===== src/rtl/alu_mc.sv =====
// Multi-cycle integer ALU: registered single-cycle logic/arith/compare ops plus
// iterative unsigned shift-add multiply and restoring divide with HI/LO outputs.
module alu_mc #(
  parameter int WIDTH = 32
) (
  input  logic             i_clk,
  input  logic             i_rst_n,
  input  logic             i_valid,
  input  logic [3:0]       i_control,
  input  logic [WIDTH-1:0] i_op1,
  input  logic [WIDTH-1:0] i_op2,
  output logic             o_ready,
  output logic             o_valid,
  output logic [WIDTH-1:0] o_result,
  output logic [WIDTH-1:0] o_hi,
  output logic             o_zf,
  output logic             o_dz
);

  localparam int CW = $clog2(WIDTH + 1);

  localparam logic [3:0] OP_AND   = 4'b0000;
  localparam logic [3:0] OP_OR    = 4'b0001;
  localparam logic [3:0] OP_ADD   = 4'b0010;
  localparam logic [3:0] OP_SUB   = 4'b0110;
  localparam logic [3:0] OP_SLT   = 4'b0111;
  localparam logic [3:0] OP_SLTU  = 4'b1000;
  localparam logic [3:0] OP_MULTU = 4'b1010;
  localparam logic [3:0] OP_DIVU  = 4'b1011;
  localparam logic [3:0] OP_NOR   = 4'b1100;

  typedef enum logic {S_IDLE, S_BUSY} state_t;

  state_t           state_q, state_d;
  logic [CW-1:0]    cnt_q, cnt_d;
  logic             is_div_q, is_div_d;
  logic [WIDTH-1:0] acc_hi_q, acc_hi_d;
  logic [WIDTH-1:0] acc_lo_q, acc_lo_d;
  logic [WIDTH-1:0] opb_q, opb_d;
  logic             valid_q, valid_d;
  logic [WIDTH-1:0] result_q, result_d;
  logic [WIDTH-1:0] hi_q, hi_d;
  logic             zf_q, zf_d;
  logic             dz_q, dz_d;

  logic [WIDTH-1:0] alu_res;
  logic [WIDTH:0]   mul_sum;
  logic [WIDTH:0]   div_shift;
  logic [WIDTH:0]   div_diff;
  logic [WIDTH-1:0] step_hi;
  logic [WIDTH-1:0] step_lo;

  always_comb begin
    alu_res = '0;
    case (i_control)
      OP_AND:  alu_res = i_op1 & i_op2;
      OP_OR:   alu_res = i_op1 | i_op2;
      OP_ADD:  alu_res = i_op1 + i_op2;
      OP_SUB:  alu_res = i_op1 - i_op2;
      OP_SLT:  alu_res = {{(WIDTH-1){1'b0}}, ($signed(i_op1) < $signed(i_op2))};
      OP_SLTU: alu_res = {{(WIDTH-1){1'b0}}, (i_op1 < i_op2)};
      OP_NOR:  alu_res = ~(i_op1 | i_op2);
      default: alu_res = '0;
    endcase
  end

  // Multiply: acc_hi holds the running partial product, acc_lo the multiplier
  // being shifted out LSB-first while product bits shift in from the top.
  // Divide: acc_hi is the partial remainder, acc_lo shifts dividend bits out
  // MSB-first and quotient bits in at the bottom.
  always_comb begin
    mul_sum   = {1'b0, acc_hi_q} + (acc_lo_q[0] ? {1'b0, opb_q} : {(WIDTH+1){1'b0}});
    div_shift = {acc_hi_q, acc_lo_q[WIDTH-1]};
    div_diff  = div_shift - {1'b0, opb_q};
    if (is_div_q) begin
      if (!div_diff[WIDTH]) begin
        step_hi = div_diff[WIDTH-1:0];
        step_lo = {acc_lo_q[WIDTH-2:0], 1'b1};
      end else begin
        step_hi = div_shift[WIDTH-1:0];
        step_lo = {acc_lo_q[WIDTH-2:0], 1'b0};
      end
    end else begin
      step_hi = mul_sum[WIDTH:1];
      step_lo = {mul_sum[0], acc_lo_q[WIDTH-1:1]};
    end
  end

  always_comb begin
    state_d  = state_q;
    cnt_d    = cnt_q;
    is_div_d = is_div_q;
    acc_hi_d = acc_hi_q;
    acc_lo_d = acc_lo_q;
    opb_d    = opb_q;
    valid_d  = 1'b0;
    result_d = result_q;
    hi_d     = hi_q;
    zf_d     = zf_q;
    dz_d     = dz_q;
    case (state_q)
      S_IDLE: begin
        if (i_valid) begin
          if (i_control == OP_MULTU || i_control == OP_DIVU) begin
            is_div_d = (i_control == OP_DIVU);
            acc_hi_d = '0;
            acc_lo_d = (i_control == OP_DIVU) ? i_op1 : i_op2;
            opb_d    = (i_control == OP_DIVU) ? i_op2 : i_op1;
            cnt_d    = CW'(WIDTH);
            state_d  = S_BUSY;
          end else begin
            result_d = alu_res;
            hi_d     = '0;
            zf_d     = (alu_res == '0);
            dz_d     = 1'b0;
            valid_d  = 1'b1;
          end
        end
      end
      S_BUSY: begin
        acc_hi_d = step_hi;
        acc_lo_d = step_lo;
        cnt_d    = cnt_q - CW'(1);
        if (cnt_q == CW'(1)) begin
          // A zero divisor naturally yields all-ones quotient and remainder = dividend.
          result_d = step_lo;
          hi_d     = step_hi;
          zf_d     = (step_lo == '0);
          dz_d     = is_div_q && (opb_q == '0);
          valid_d  = 1'b1;
          state_d  = S_IDLE;
        end
      end
      default: state_d = S_IDLE;
    endcase
  end

  always_ff @(posedge i_clk or negedge i_rst_n) begin
    if (!i_rst_n) begin
      state_q  <= S_IDLE;
      cnt_q    <= '0;
      is_div_q <= 1'b0;
      acc_hi_q <= '0;
      acc_lo_q <= '0;
      opb_q    <= '0;
      valid_q  <= 1'b0;
      result_q <= '0;
      hi_q     <= '0;
      zf_q     <= 1'b0;
      dz_q     <= 1'b0;
    end else begin
      state_q  <= state_d;
      cnt_q    <= cnt_d;
      is_div_q <= is_div_d;
      acc_hi_q <= acc_hi_d;
      acc_lo_q <= acc_lo_d;
      opb_q    <= opb_d;
      valid_q  <= valid_d;
      result_q <= result_d;
      hi_q     <= hi_d;
      zf_q     <= zf_d;
      dz_q     <= dz_d;
    end
  end

  assign o_ready  = (state_q == S_IDLE);
  assign o_valid  = valid_q;
  assign o_result = result_q;
  assign o_hi     = hi_q;
  assign o_zf     = zf_q;
  assign o_dz     = dz_q;

endmodule


===== config.mk =====
export PLATFORM = sky130hd
export DESIGN_NAME = alu_mc
export DESIGN_NICKNAME = d
export VERILOG_FILES = /design/src/rtl/alu_mc.sv
export SDC_FILE = /design/constraint.sdc
export NUM_CORES = 1
export LEC_CHECK = 0
export CORE_MARGIN = 5
export CORE_UTILIZATION = 38
export CTS_CLUSTER_DIAMETER = 120
export DETAILED_ROUTE_END_ITERATION = 8
export SLEW_MARGIN = 20
export SYNTH_ARGS = -nofsm -noshare
export SYNTH_HDL_FRONTEND = slang
export SYNTH_SLANG_ARGS = --single-unit
export TNS_END_PERCENT = 10

===== constraint.sdc =====
create_clock -name i_clk -period 8.1 [get_ports i_clk]
set_input_delay 2.43 -clock i_clk [delete_from_list [all_inputs] [get_ports i_clk]]
set_output_delay 2.43 -clock i_clk [all_outputs]
set_load 0.02 [all_outputs]

# After elaboration in Yosys (flattened, before gate mapping)
# Cells that the tools add are included.
# totals
reg_bits	171
input_bits	71
out_inout_bits	68
# classes
n_addsub	5
order_cmp	2
n_eq_ne	13
muxes	41
bitwise	4
reduce_logical	9
# ops
op	n
32-bit 2-to-1 mux	16
32-bit case mux with 2 select lines	4
32-bit case mux with 7 select lines	1
32-bit logical NOT	3
32-bit < comparator	2
32-bit by 32-bit adder with 33-bit output	1
33-bit by 32-bit subtractor with 33-bit output	1
32-bit adder	1
32-bit bitwise AND	1
32-bit NOT	1
32-bit bitwise OR	1
32-bit subtractor	1
4-bit equality test (second input constant)	4
1-bit 2-to-1 mux	13
6-bit 2-to-1 mux	2
6-bit case mux with 2 select lines	1
4-bit by 3-bit equality test with 1-bit output (second input constant)	2
1-bit case mux with 2 select lines	4
6-bit by 1-bit equality test with 1-bit output (second input constant)	1
3-bit AND reduction	2
6-bit by 1-bit subtractor with 6-bit output (second input constant)	1
4-bit by 1-bit equality test with 1-bit output (second input constant)	1
4-bit by 2-bit equality test with 1-bit output (second input constant)	1
4-bit logical NOT	1
other kinds (6)	8

# Longest topological paths before layout
# depth
depth_word	7
depth_mapped	17
depth_no_buf	15

# Worst setup path before layout
# Ideal clock, no wire load.
# synth_path
kind	input -> register
startpoint	input i_op1[0]
endpoint	register zf_q (netlist: o_zf)
setup_ns	0.066
t_arrival_ns	5.492
required_time_ns	8.034
path_slack_ns	2.542
stages	15
path_buffers	0
cell_sequence	inv_1 -> ha_1 -> inv_1 -> fa_1 -> nand2b_4 -> a2111oi_4 -> o31ai_1 -> a21bo_2 -> a31oi_1 -> a31o_2 -> a221oi_1 -> o21ai_0 -> or4_1 -> nor4_1 -> a31o_1
# synth_via
elab_chain_len	7
elab_cells_between_ends	12
# synth_lines
element	line	text
from (decl)	10	input logic [WIDTH-1:0] i_op1,
parallel branches: the longest is 2 deep, another holds 32-bit subtractor	-	
32-bit case mux with 7 select lines (*)	55	case (i_control)
32-bit logical NOT (*)	114	zf_d = (alu_res == '0);
1-bit 2-to-1 mux (*)	104	if (i_control == OP_MULTU || i_control == OP_DIVU) begin
1-bit 2-to-1 mux (*)	103	if (i_valid) begin
1-bit case mux with 2 select lines (*)	101	case (state_q)
to (signal assigned)	161	zf_q <= zf_d;
to (decl)	43	logic zf_q, zf_d;
# Mark *: on every way between the ends. The select of a mux whose other input is x is not followed.
# A chain may end at the register's enable or synchronous reset.

# Worst setup path after layout
# layout_path
startpoint	input i_op1[19]
endpoint	register zf_q (netlist: o_zf)
# The elaborated chain is that of the path after synthesis.

==> metrics <==
Hold WS=477.4 ps; port bufs=138; Final min period=6994 ps; worst setup path end=o_zf; asr flop ratio synth=1.000; worst-margin pin slew=947.9 ps; P_leak=0.009327 uW; syn_nets=2525; Peak VDD IR=0.2109 mV; reg2reg end=o_hi[31]; crit end category=flip-flop; Synth Warn #=0; DP Wirelength=53400 um; post_cts resized=0; # setup viols final=0; setup total negative slack=0 ps; switching power of the nets=3782 uW; Hold Crit Class=flip-flop to flip-flop; vias in the first global route=17260; fin crit share=0.8634; DR vias=18000; Clock Latency Late Sink=460 ps; CTS tree=done; vias per cell=6.078; largest net degree at the start of global routing=101; Slew HR=0.3517; pre-CTS setup slack=646.6 ps; WS Path Type=primary input to flip-flop; post-route setup slack=1106 ps; Mapped Area=0.01775 mm^2; post-synthesis sequential area ratio=0.2411; setup bufs post-CTS=0; NumNets Final=2580; Unique masters post-synth=83; Antenna Nets Post-Route=0; EDFF count, synth=0; Seq pwr share=0.227; Avg WL per Cell=23.26 um; Clock Power Share=0.109; drt total wl=68860 um; CP Max Fanout=11; Net Sw Frac=0.5005; Die W=226.1 um; CP startpoint=i_op1[19]; Crit path arrival time=7400 ps; layout cells sized above 1=0.05440; Synth Area per Inst=7.766 um^2; Reg2Reg Setup Slack=3400 ps; Clock Sinks=171; initial antenna violation count=2; CTS max path bufs=2; HP Start=o_result[2]; # DRC=0; GRT Residual Overflow=0; RR Startpoint=acc_lo_q[0]; logic gate share of total power=0.664; Clock Pin Slew Worst Setup and Hold Paths=80 ps; max frequency=143.0 MHz; cell internal pwr=3775 uW; clock root buffer=clkbuf_16; DRT Pass-1 Iters=8; num rows=79; DRT iter0 DRCs=1672; Die Y=226.1 um; clock skew after layout=12.49 ps; Initial Util=0.3828; Num CTS Buffers=17; RSZ-0062 raised after global routing=false; Critical Path RT=8500 ps; Post-Synthesis Cells=2285; status=completed; Main synth FF type=dfrtp_1; maxcap violations=0; fill cell count=4683; first-pass GRT wire length=104200 um; All-Layer GR Usage=0.2628; Final Max Slew Viols=0; FF+latch count, synth=171; IO Count=139; area of the core=0.04636 mm^2; htree depth=4; CTS Hold Buffers Added=0; area grow syn2layout=14.12%; Die ar.=0.05112 mm^2; gp weighted congestion=0.9949; critical path launch point type=primary input; Power Density=373.2 mW/mm^2; R2R cell count=14; Final Hold Viols=0
-- worst min path at each step --
stage	cells past startpoint	slack [ps]	end
2_1_floorplan	1	450	cnt_q[4]
3_3_place_gp	2	460	o_result[2]
3_5_place_dp	1	470	o_result[13]
4_1_cts	2	480	o_result[2]
5_1_grt	1	510	o_result[25]
6_report	2	480	o_result[2]
-- cells in the final DEF (no fill, tap or decap), types with 28 or more instances in the layout --
cell type,synthesis,routed
a21o_1,50,50
a21oi_1,214,213
a22o_1,34,34
and2_1,47,47
buf_4,0,32
clkdlybuf4s50_1,0,136
dfrtp_1,171,169
ha_1,165,165
inv_1,147,146
mux2i_1,106,106
nand2_1,274,272
nand3_1,67,66
nor2_1,135,134
nor3_1,41,40
o21ai_0,180,180
xnor2_1,32,32
xor2_1,28,28
-- flip-flops by register name (all words and copies together), names as in the netlist --
signal and count:
acc_hi_q 32, acc_lo_q 32, o_hi 32, o_result 32, opb_q 32, cnt_q 6, is_div_q 1, o_dz 1
o_valid 1, o_zf 1, state_q 1
-- metal layers --
metal  track usage  routed length (um)  vias up
met2        0.4252               31370      752
met4       0.07957                1847        0
met5             0                   0        -
met1        0.3681               30730     8690
li1              -                   -     8459
met3       0.03419                4913       97
-- worst max-delay path: stages --
cell and delay (ps):
clkdlybuf4s50_1 570, inv_1 60, ha_1 540, nand2_1 250, nor4_1 740, nand2b_1 280, a211oi_1 660, nor3_1 110
mux2_2 300, a211oi_1 400, o2111ai_1 160, or4_1 410, nor4_1 280, a31o_1 180
-- through the flow --
| step | power [uW] | std cells | utilization | instance area (um^2) |
|---|---|---|---|---|
| global placement | 6641 | 2928 | 0.4240 | 19660 |
| floorplan | 5204 | 2285 | - | 17750 |
| global route | 8172 | 2960 | 0.4368 | 20250 |
| finish | 7557 | 2961 | 0.4368 | 20250 |
| detailed placement | 6700 | 2928 | 0.4240 | 19660 |
| CTS | 7541 | 2960 | 0.4365 | 20230 |
-- Yosys cell counts, types with 23 or more instances --
cell	number	area share
clkbuf_1	111	0.023
nor3_1	41	0.012
nand4_1	25	0.0088
dfrtp_1	171	0.24
a22o_1	34	0.017
o31ai_1	23	0.0097
a21oi_1	214	0.060
nor2_1	135	0.029
and2_1	47	0.017
a211oi_1	25	0.011
mux2i_1	106	0.060
nor4_1	28	0.0099
xnor2_1	32	0.016
inv_1	147	0.031
o21ai_0	180	0.051
xor2_1	28	0.014
nand3_1	67	0.019
nand2_1	274	0.058
ha_1	165	0.12
a21o_1	50	0.021
-- area by class of cell --
cell class / instances / area, um^2 / area share
multi-input cells: 1832 / 12460 / 0.6151
diodes: 1 / 2.502 / 0.0001236
clock inverters: 15 / 150.1 / 0.007414
flip-flops and latches: 171 / 4282 / 0.2114
repair buffers: 170 / 1620 / 0.08001
well taps: 607 / 759.5 / 0.03750
inverters: 148 / 555.5 / 0.02743
clock buffers: 17 / 425.4 / 0.02101
-- power by group through the flow --
| stage | registers [uW] | clock network (uW) | logic [uW] |
|---|---|---|---|
| final | 1710 | 826 | 5020 |
| after global placement | 1720 | 0 | 4920 |
| after detailed placement | 1720 | 0 | 4980 |
| after floorplan | 1690 | 0 | 3510 |
| after CTS | 1710 | 839 | 4990 |
| after global routing | 1770 | 870 | 5530 |
-- cell families (layout without fill, tap and decap cells) --
family | Yosys count | count (layout) | share of synthesized area
simple gates | 714 | 714 | 0.1911
other cells | 0 | 1 | 0
buf+inv | 282 | 350 | 0.06057
xor+xnor | 60 | 60 | 0.02961
fa+ha+maj | 169 | 169 | 0.1208
mux | 127 | 127 | 0.07312
flops | 171 | 171 | 0.2411
compound gates | 762 | 762 | 0.2836
Power figures use the tool's default switching activity.
==> RTL change 1: new RTL, same flow settings <==
Change the parameter `WIDTH` from 32 to 16.
--- a/src/rtl/alu_mc.sv
+++ b/src/rtl/alu_mc.sv
@@ -2,5 +2,5 @@
 // iterative unsigned shift-add multiply and restoring divide with HI/LO outputs.
 module alu_mc #(
-  parameter int WIDTH = 32
+  parameter int WIDTH = 16
 ) (
   input  logic             i_clk,
Interface: changed (resized i_op1, i_op2, o_hi and o_result); port bits go from 139 to 75. No check against the original RTL was run, so the function may have changed too.
==> RTL change 1 against the original RTL <==
Final cell count decreased by 52%. Sequential cell count decreased by 81. Power decreased by 51%. Hold slack got worse by 0.73 ps. Clock skew increased by 0.84 ps. Cell area decreased by 51%. Wire length decreased by 59%. Setup slack improved by 1200 ps. Synthesized area decreased by 51%.
==> RTL change 1: results (changes against the original RTL) <==
| Metric | Value |
|---|---|
| Result of the run | `complete, no violations` |
| Post-route standard cell area excluding fillers | `9861 um^2 (-51%)` |
| Worst Path Max Fanout | `7 (-4)` |
| Portion of total power attributed to the clock network | `0.113 (+0.004)` |
| GR Layer Usage met1 | `0.2824 (-0.08564)` |
| Count of buffers inserted at the top-level ports | `74 (-46%)` |
| Vias per cell | `5.839 (-3.9%)` |
| Worst EP arrival | `6130 ps (-1270 ps)` |
| Most repeated cell in the gate-level netlist after synthesis | `a21oi_1` |
| Combinational Power Share | `0.639 (-0.025)` |
| Vias in the first global route | `8052 (-53%)` |
| Leakage | `0.004347 uW (-53%)` |
| Power per cell area | `376.4 nW/um^2 (+0.87%)` |
| Routed metal-1 wirelength | `12.18 mm (-60%)` |
| Number of levels the H-tree was split into | `3 (-1)` |
| Pre-CTS WS | `1953 ps (+1306 ps)` |
| Met3 WL | `1.575 mm (-68%)` |
| First DRT Iteration DRCs | `530 (-68%)` |
| N_diodes | `0 (-1)` |
| Final wirelength | `27.93 mm (-59%)` |
| Distinct cell type count after synthesis | `72 (-13%)` |
| Overall global routing resource usage | `0.2165 (-0.04632)` |
| Cell types with the largest area share after synthesis | `dfrtp_1, ha_1, a21oi_1, mux2i_1, o21ai_0` |
| Post-synth net total | `1217 (-52%)` |
| Layout cell share with drive strength beyond 1 | `0.05417 (-0.0002246)` |
| Final clock skew | `13.33 ps (+0.8439 ps)` |
| Wire length per cell after detailed routing | `19.80 um (-15%)` |
| Initial DRT Pass Iterations | `5 (-3)` |
| Worst skew pair latency | `360 ps (-100 ps)` |
| Number of buffers created by CTS | `9 (-8)` |
| Instance area after placement | `9565 um^2 (-51%)` |
| Met2 usage | `0.3676 (-0.05758)` |
| Worst slew margin | `0.3464 (-0.005289)` |
| Switching power | `1784 uW (-53%)` |
| Met2 Wirelength | `13.38 mm (-57%)` |
| Average cell area after synthesis | `7.896 um^2 (+1.7%)` |
| Detail Placement HPWL | `20.96 mm (-61%)` |
| Global-route track usage on met3 | `0.03336 (-0.0008279)` |
-- RTL change 1: cell count changes after synthesis, sizes merged, moves of 27 or more --
cell,delta
a21o,-30
a21oi,-105
clkbuf,-54
dfrtp,-81
ha,-81
inv,-72
mux2i,-65
nand2,-173
nand3,-27
nor2,-52
o21ai,-101
-- RTL change 1: worst paths after layout --
path	start	slack, ps	end	cells after the start
worst max-delay path	i_op1[9]	2280	o_zf$_DFFE_PN0P_	12
worst min-delay path	o_result[4]$_DFFE_PN0P_	480	o_result[4]$_DFFE_PN0P_	2
worst max register to register	acc_lo_q[15]$_DFFE_PN0P_	4010	acc_hi_q[7]$_DFFE_PN0P_	14
worst min register to register	o_result[4]$_DFFE_PN0P_	480	o_result[4]$_DFFE_PN0P_	2
max in group asynchronous	i_rst_n	4870	is_div_q$_DFFE_PN0P_	2
min in group asynchronous	i_rst_n	1980	state_q$_DFF_PN0_	1
-- RTL change 1: worst max-delay path: stages --
cell             delay [ps]
clkdlybuf4s50_1         560
inv_1                    70
ha_1                    420
inv_1                   140
a221oi_1                680
and4_4                  400
or2_1                   140
o221ai_1                120
a22o_1                  260
or4_4                   560
nor4b_2                 210
a21o_1                  130
-- RTL change 1: cells by family after synthesis --
family                     after synthesis  share of synthesized area
AOI/OAI and AO/OA                      353                     0.2641
xor gates and xnor gates                23                    0.02341
adders and majority gates               88                     0.1314
buffers and inverters                  140                    0.06106
DFF                                     90                     0.2617
muxes                                   50                    0.05946
and+or+nand+nor                        346                     0.1989
-- RTL change 1: area by class of cell --
class	count	share of cell area
clock buffer	9	0.02284
multi-input combinational	860	0.5941
inverter	75	0.02855
clock inverter	7	0.006344
tap	285	0.03616
sequential	90	0.2288
timing repair buffer	85	0.08324
==> RTL change 2: new RTL, same flow settings <==
Made on the original files. Remove the case item `OP_SUB` of the case on `i_control`.
--- a/src/rtl/alu_mc.sv
+++ b/src/rtl/alu_mc.sv
@@ -57,5 +57,4 @@
       OP_OR:   alu_res = i_op1 | i_op2;
       OP_ADD:  alu_res = i_op1 + i_op2;
-      OP_SUB:  alu_res = i_op1 - i_op2;
       OP_SLT:  alu_res = {{(WIDTH-1){1'b0}}, ($signed(i_op1) < $signed(i_op2))};
       OP_SLTU: alu_res = {{(WIDTH-1){1'b0}}, (i_op1 < i_op2)};
Formal check against the unedited RTL: not equivalent (a bounded check fails within 4 cycles, from zero or initial values and one cycle with i_rst_n low).
==> RTL change 2 against the original RTL <==
Count of clock-buffer cells in the layout grew 4. Synthesized area shrank 10%. Combinational power shrank 16%. Sequential cell count is the same. Setup slack gained 810 ps. Global-route usage shrank 2.7 points. Core utilization grew 0.32 points. Sequential power shrank 6%. Cell area shrank 9.3%. Wire length shrank 19%. Power shrank 12%. Critical path type unchanged. Highest routed layer unchanged.
==> RTL change 2: results (changes against the original RTL) <==
| Metric | Value |
|---|---|
| Distinct cell type count after synthesis | `81 (-2.4%)` |
| Hold path cells | `1 (-1)` |
| Worst Path Max Fanout | `10 (-1)` |
| Worst EP arrival | `6510 ps (-890 ps)` |
| Met3 WL | `3.490 mm (-29%)` |
| Critical-path top delay cell | `a2111oi_0` |
| Met2 Wirelength | `25.17 mm (-20%)` |
| Antenna violations before repair | `0 (-2)` |
| Initial DRT Pass Iterations | `5 (-3)` |
| Average cell area after synthesis | `7.842 um^2 (+0.98%)` |
| Global-route track usage on met3 | `0.03771 (+0.003528)` |
| Setup slack of the worst register-to-register path | `3270 ps (-130 ps)` |
| N_diodes | `0 (-1)` |
| Worst reg2reg path depth | `16 (+2)` |
| Worst slew margin | `0.3160 (-0.03571)` |
| Proportion of synthesized chip area in sequential cells | `0.2679 (+0.02674)` |
| Number of buffers added for setup after CTS | `0 (unchanged)` |
| Cell type group with the largest total delay on the critical path | `compound AO/OA/AOI/OAI gates` |
| Total via count in the routed design | `15630 (-13%)` |
| List of most frequent post-synthesis cells | `nand2_1, o21ai_0, dfrtp_1` |
| Routability cong. | `0.9643 (-3.1%)` |
| Overall global routing resource usage | `0.2357 (-0.02715)` |
| Worst reg2reg startpoint | `acc_lo_q[31]$_DFFE_PN0P_` |
| Worst min-delay path endpoint | `cnt_q[5]$_DFFE_PN0P_` |
| Largest net degree at the start of global routing | `71 (-30%)` |
| Top layer used by detailed routing | `met4` |
| Placed cell count | `2617 (-11%)` |
| First DRT Iteration DRCs | `1385 (-17%)` |
| Final wirelength | `56.09 mm (-19%)` |
| Final clock skew | `13.66 ps (+1.175 ps)` |
| Wire length per cell after detailed routing | `21.17 um (-9.0%)` |
| Worst Hold Slack | `476.2 ps (-1.184 ps)` |
| Post-synth net total | `2273 (-10%)` |
| Leakage | `0.008295 uW (-11%)` |
| Layout cell share with drive strength beyond 1 | `0.04645 (-0.007953)` |
| Cell types with the largest area share after synthesis | `dfrtp_1, ha_1, o21ai_0, nand2_1, a21oi_1` |
| Main synth FF type | `dfrtp_1` |
| Met2 usage | `0.3738 (-0.05136)` |
| Detail Placement HPWL | `43.16 mm (-19%)` |
| Vias in the first global route | `15180 (-12%)` |
| Result of the run | `complete, no violations` |
| Instance area after placement | `17790 um^2 (-9.5%)` |
| Startpoint of the worst hold path | `cnt_q[5]$_DFFE_PN0P_` |
[RTL change 2: final cells by class]
cell class / count / area, um^2
multi-input combinational: 1614 / 10780
clock buffer: 21 / 450.4
timing repair buffer: 161 / 1558
tap: 539 / 674.4
clock inverter: 11 / 133.9
fill: 4172 / 23380
inverter: 132 / 495.5
sequential: 171 / 4282
[RTL change 2: worst max path at each step]
stage                                   end  slack [ps]      start  cells after the start
finish              o_result[0]$_DFFE_PN0P_        1910  i_op1[14]                     12
detailed placement  o_result[0]$_DFFE_PN0P_        1540  i_op1[14]                     12
floorplan                  o_zf$_DFFE_PN0P_        2700   i_op1[0]                     13
global route        o_result[0]$_DFFE_PN0P_        1620  i_op1[14]                     12
global placement    o_result[0]$_DFFE_PN0P_        1650  i_op1[14]                     12
CTS                 o_result[0]$_DFFE_PN0P_        2010  i_op1[14]                     12
[RTL change 2: cells by family after synthesis]
kind of cell | share of synthesized area
fa+ha+maj | 0.1306
xor+xnor | 0.04222
buf+inv | 0.06031
mux | 0.03736
simple gates | 0.1704
flops | 0.2679
compound gates | 0.2911
[RTL change 2: power breakdown]
group          switching (uW)  internal, uW
registers                 375          1220
clock network             386           467
logic                    2510          1690
total                    3280          3380
[RTL change 2: worst reg2reg max path, delay by kind of cell, from the launching register on]
| family | cells | cell delay (ps) |
|---|---|---|
| fa+ha+maj | 2 | 630 |
| buf+inv | 3 | 720 |
| mux | 1 | 280 |
| flops | 1 | 400 |
| compound gates | 6 | 1380 |
| simple gates | 4 | 1290 |
[RTL change 2: through the flow]
stage / power [uW] / utilization
4_1_cts: 6650 / 0.4400
6_report: 6656 / 0.4400
3_3_place_gp: 5734 / 0.4260
5_1_grt: 7167 / 0.4400
2_1_floorplan: 4444 / -
3_5_place_dp: 5777 / 0.4260
